**config.mk**
```make
export PLATFORM = sky130hd
export DESIGN_NAME = alu_lockstep_bist
export DESIGN_NICKNAME = d
export VERILOG_FILES = /design/src/rtl/alu_lockstep_bist.sv
export SDC_FILE = /design/constraint.sdc
export NUM_CORES = 1
export LEC_CHECK = 0
export CAP_MARGIN = 20
export CORE_AREA = 2 2 106 57
export DETAILED_ROUTE_END_ITERATION = 12
export DIE_AREA = 0 0 108 59
export GPL_TIMING_DRIVEN = 0
export MAX_ROUTING_LAYER = met4
export PLACE_DENSITY = 0.74
export SLEW_MARGIN = 30
export SYNTH_ARGS = -nofsm -noshare
export SYNTH_HDL_FRONTEND = slang
export SYNTH_SLANG_ARGS = --single-unit
```
**constraint.sdc**
```tcl
create_clock -name clk -period 2.03 [get_ports clk]
set_clock_uncertainty 0.15 [all_clocks]
set_input_delay 0.406 -clock clk [delete_from_list [all_inputs] [get_ports clk]]
set_output_delay 0.406 -clock clk [all_outputs]
set_load 0.01 [all_outputs]
```
**src/rtl/alu_lockstep_bist.sv**
```systemverilog
`default_nettype none
// ============================================================================
// Module      : alu_lockstep_bist
// Description : Self-test sequencer for the dual-ALU lockstep XOR checker.
//               Sweeps all 1024 {sel, A, B} vectors into both ALU copies and
//               records mismatches. Optional ALU_BIST_FAULT_INJECT_EN adds a
//               copy-2 operand corruption port pair for checker self-test.
// Revision    : 1.0 - initial release
// ============================================================================
module alu_lockstep_bist #(
  parameter int SETTLE_CYCLES = 2,
  parameter int ERR_CNT_W     = 8
) (
  input  logic                 clk,
  input  logic                 rst,
  input  logic                 start,
`ifdef ALU_BIST_FAULT_INJECT_EN
  input  logic                 inject_en,
  input  logic [9:0]           inject_vec,
`endif
  input  logic [3:0]           x,
  input  logic                 y,
  output logic                 busy,
  output logic                 done,
  output logic                 pass,
  output logic [3:0]           A0,
  output logic [3:0]           B0,
  output logic [3:0]           A1,
  output logic [3:0]           B1,
  output logic [1:0]           ALU_Sel1,
  output logic [1:0]           ALU_Sel2,
  output logic [ERR_CNT_W-1:0] err_count,
  output logic [9:0]           first_fail_vec,
  output logic                 first_fail_valid
);

  typedef enum logic [2:0] {
    S_IDLE   = 3'd0,
    S_DRIVE  = 3'd1,
    S_SETTLE = 3'd2,
    S_CHECK  = 3'd3,
    S_FINISH = 3'd4
  } state_t;

  localparam logic [3:0] c_SETTLE_LOAD = 4'(SETTLE_CYCLES - 1);
  localparam logic [9:0] c_LAST_VEC    = 10'd1023;

  state_t                 r_state;
  state_t                 w_next;
  logic [9:0]             r_vec;
  logic [3:0]             r_settle;
  logic [3:0]             r_a;
  logic [3:0]             r_b0;
  logic [3:0]             r_b1;
  logic [1:0]             r_sel;
  logic                   r_busy;
  logic                   r_done;
  logic                   r_pass;
  logic [ERR_CNT_W-1:0]   r_err;
  logic [9:0]             r_ffv;
  logic                   r_ffvalid;
  logic                   w_mismatch;
  logic                   w_inject;

  assign w_mismatch = (|x) | y;

`ifdef ALU_BIST_FAULT_INJECT_EN
  assign w_inject = inject_en && (r_vec == inject_vec);
`else
  assign w_inject = 1'b0;
`endif

  always_ff @(posedge clk or posedge rst) begin
    if (rst) r_state <= S_IDLE;
    else     r_state <= w_next;
  end

  always_comb begin
    w_next = r_state;
    case (r_state)
      S_IDLE:   if (start) w_next = S_DRIVE;
      S_DRIVE:  w_next = S_SETTLE;
      S_SETTLE: if (r_settle == 4'd0) w_next = S_CHECK;
      S_CHECK:  w_next = (r_vec == c_LAST_VEC) ? S_FINISH : S_DRIVE;
      S_FINISH: w_next = S_IDLE;
      default:  w_next = S_IDLE;
    endcase
  end

  always_ff @(posedge clk or posedge rst) begin
    if (rst) begin
      r_vec     <= '0;
      r_settle  <= '0;
      r_a       <= '0;
      r_b0      <= '0;
      r_b1      <= '0;
      r_sel     <= '0;
      r_busy    <= 1'b0;
      r_done    <= 1'b0;
      r_pass    <= 1'b0;
      r_err     <= '0;
      r_ffv     <= '0;
      r_ffvalid <= 1'b0;
    end else begin
      r_done <= 1'b0;
      case (r_state)
        S_IDLE: begin
          if (start) begin
            r_err     <= '0;
            r_ffv     <= '0;
            r_ffvalid <= 1'b0;
            r_pass    <= 1'b0;
            r_vec     <= '0;
            r_busy    <= 1'b1;
          end
        end
        S_DRIVE: begin
          r_sel    <= r_vec[9:8];
          r_a      <= r_vec[7:4];
          r_b0     <= r_vec[3:0];
          r_b1     <= r_vec[3:0] ^ {3'b000, w_inject};
          r_settle <= c_SETTLE_LOAD;
        end
        S_SETTLE: begin
          if (r_settle != 4'd0) r_settle <= r_settle - 4'd1;
        end
        S_CHECK: begin
          if (w_mismatch) begin
            if (!(&r_err)) r_err <= r_err + {{(ERR_CNT_W-1){1'b0}}, 1'b1};
            if (!r_ffvalid) begin
              r_ffv     <= r_vec;
              r_ffvalid <= 1'b1;
            end
          end
          if (r_vec != c_LAST_VEC) r_vec <= r_vec + 10'd1;
        end
        S_FINISH: begin
          // err_count already reflects the final CHECK update here
          r_done <= 1'b1;
          r_busy <= 1'b0;
          r_pass <= (r_err == '0);
          r_sel  <= '0;
          r_a    <= '0;
          r_b0   <= '0;
          r_b1   <= '0;
          r_vec  <= '0;
        end
        default: ;
      endcase
    end
  end

  assign busy             = r_busy;
  assign done             = r_done;
  assign pass             = r_pass;
  assign A0               = r_a;
  assign A1               = r_a;
  assign B0               = r_b0;
  assign B1               = r_b1;
  assign ALU_Sel1         = r_sel;
  assign ALU_Sel2         = r_sel;
  assign err_count        = r_err;
  assign first_fail_vec   = r_ffv;
  assign first_fail_valid = r_ffvalid;

endmodule
`default_nettype wire
```
==> results.py <==
metrics = {
    "setup_path": {
        "crit_slowest_cell": "clkdlybuf4s50_1",
        "cp-start-kind": "input port",
        "reg2reg_setup_slack_ns": 0.07,
        "path_class": "in -> reg",
        "crit_arrival_ns": 2.02,
        "worstPathCellList": "clkdlybuf4s50_1 > nor4b_4 > nor3_2 > or2_1 > buf_6 > a211o_1",
        "cp-end-kind": "flop",
        "max_stage_delay_ns": 0.54,
        "path_max_fanout": 7,
        "cp_data_required_time_ns": 2.07,
    },
    "global_routing": {
        "grt_pass1_wl_mm": 9.11,
        "grt_overflow": 0,
        "antenna_found_initial": 0,
        "grt_max_degree": 50,
        "groute.usage.overall_pct": 19.2,
        "grt_pass1_vias": 1888,
    },
    "die": {
        "start_util_pct": 45.6,
        "ios": 50,
        "fp.dieH_um": 59,
        "dieArea_sq_um": 6370,
        "die_x_um": 108,
        "num_rows": 19,
        "core_area_sq_um": 5350,
    },
    "placed_design": {
        "place_inst": 365,
        "numPortBuffers": 49,
        "routabilityCongestion": 0.883,
        "dpl.hpwl_mm": 3.83,
    },
    "outcome": {
        "status": "completed",
    },
    "detailed_routing": {
        "routedWlPerCell_um": 14.5,
        "firstDrtPassIters": 4,
        "ant_nets": 0,
        "wirelength_mm": 5.47,
        "via_per_inst": 5.38,
        "drc": 0,
        "drt-initial-drc-count": 132,
        "num_vias": 2024,
    },
    "final_layout": {
        "finalNonFillerCells": 376,
        "area_growth_pct": 30.5,
        "drive_above_1_share_pct": 13.5,
        "mostFrequentLayoutCell": "clkdlybuf4s50_1",
        "antenna_cells": 0,
        "mostFrequentLayoutCells": "clkdlybuf4s50_1, dfrtp_1, nand2_1, nand3_1, buf_4",
        "final_nets": 315,
        "fillers": 452,
    },
    "sta": {
        "setup_tns_ns": 0,
        "slew-limit-headroom_pct": 57.0,
        "hold_viol_final": 0,
        "fin_crit_sh_pct": 97.7,
        "min_period_ns": 1.98,
        "tightest_slew_ns": 0.642,
        "whs_ns": 0.349,
        "setup_viol": 0,
        "drv_slew": 0,
        "clock.fmax_mhz": 504,
        "rsz0062_at_grt": "no",
    },
    "power_and_ir_drop": {
        "leakagePower_nw": 1.39,
        "p_total_mw": 3.55,
        "p_per_area_nw_per_um2": 1120,
        "irDropWorstVdd_v": 0.000551,
    },
    "clocking": {
        "cts_root_buf": "clkbuf_8",
        "cts_hold_buf": 0,
        "clock_latency_ns": 0.29,
        "clockBufferDepth": 2,
        "numCtsBuffers": 5,
        "cts_tree": "yes",
        "cts_max_level": 2,
        "clkSinkCount": 49,
        "clkTransAtPathRegs_ns": 0.09,
    },
    "synthesis": {
        "synth_area_per_cell_sq_um": 10.0,
        "synth_seq_cells": 49,
        "synth_edf_count": 0,
        "netlist_instances": 243,
        "ys.flop_type": "dfrtp_1",
        "async_flop_share_pct": 100,
        "yosysWarnings": 0,
        "synth_seq_area_share_pct": 50.3,
        "syn-num-nets": 256,
        "synth.distinct_cells": 44,
        "syn-cell-area_sq_um": 2440,
    },
    "worst_hold_path": {
        "hp-class": "reg -> reg",
    },
    "job": {
        "drv_cap": 0,
    },
}
## metrics by stage
stage / util, % / setup slack, ns / cell area [sq um]
after global routing: 59.5 / 0.00702 / 3180
final: 59.5 / 0.0476 / 3180
after CTS: 59.1 / 0.00120 / 3160
after detailed placement: 56.5 / -0.445 / 3020
after global placement: 56.4 / -0.658 / 3020
after floorplan: - / 0.0642 / 2440
## cell families after synthesis
logic type | Yosys count | share of synthesized area [%]
fa+ha+maj | 5 | 2.57
flops | 49 | 50.3
compound gates | 55 | 15.0
buf+inv | 31 | 7.65
mux | 4 | 1.64
simple gates | 95 | 21.4
xor+xnor | 4 | 1.44
## final cells by class
cell class	instances	area [sq um]	area share (%)
buffer	23	165	5.19
clock buffer	6	72.6	2.28
multi-input combinational	163	1040	32.7
timing repair buffer	52	513	16.1
clock inverter	2	38.8	1.22
sequential	49	1230	38.6
tap	73	91.3	2.87
inverter	8	32.5	1.02
## worst paths after layout
check | depth (start not counted) | start | endpoint
max | 6 | start | r_vec[9]
min | 2 | busy | busy
max reg2reg | 6 | r_vec[0] | r_vec[9]
min reg2reg | 2 | busy | busy
max in group asynchronous | 2 | rst | r_vec[0]
min in group asynchronous | 2 | rst | err_count[3]
## cells in the mapped netlist, types with 2 or more instances
cell      number  share of area, %
buf_4         12               3.7
inv_1          8               1.2
nand3_1       21               4.3
a22o_1        11               4.0
or3_1          4               1.0
nand3b_1       2              0.62
ha_1           5               2.6
o21ai_0       16               3.3
a211o_1        3               1.1
a21o_1         2              0.62
dfrtp_1       49                50
mux2i_1        4               1.6
nand4_1        2              0.51
buf_2          2              0.41
xnor2_1        2              0.72
and2_1         2              0.51
nand2_1       24               3.7
clkbuf_1       6              0.92
and4_1         3               1.1
o211ai_1       2              0.62
nor2_1        13               2.0
a21oi_1       10               2.1
and3_1         3              0.77
or4_1          2              0.62
nor3b_1        4               1.2
buf_6          3               1.4
xor2_1         2              0.72
nor3_1         7               1.4
o31ai_1        4               1.2
## sequential cells by signal, summed over array words and instances (netlist names), 2 cells and up
name and cells:
A0 4, ALU_Sel1 2, B1 4, err_count 8, first_fail_vec 10, r_settle 4, r_state 3, r_vec 10
## where the power goes
| part | internal, mW | leakage (nW) | switching [mW] |
|---|---|---|---|
| clock network | 0.370 | 0.0554 | 0.318 |
| logic | 0.719 | 0.682 | 0.815 |
| registers | 1.16 | 0.657 | 0.173 |
## routing by layer
layer	routed length, um	global-route usage (%)
met5	0	-
met4	35	5.49
met3	219	4.18
met2	2680	30.6
met1	2530	25.1
## worst max-delay path: cells and delay by family
family | cells | cell delay (ns)
buffers and inverters | 2 | 0.67
AND/OR/NAND/NOR | 3 | 0.65
AO/OA/AOI/OAI | 1 | 0.28
## timing repair
action	CTS	global route
resized for setup	5	10
setup endpoints to repair	14	19
setup buffers	3	0
pin swaps	0	1
Power figures use the tool's default switching activity.
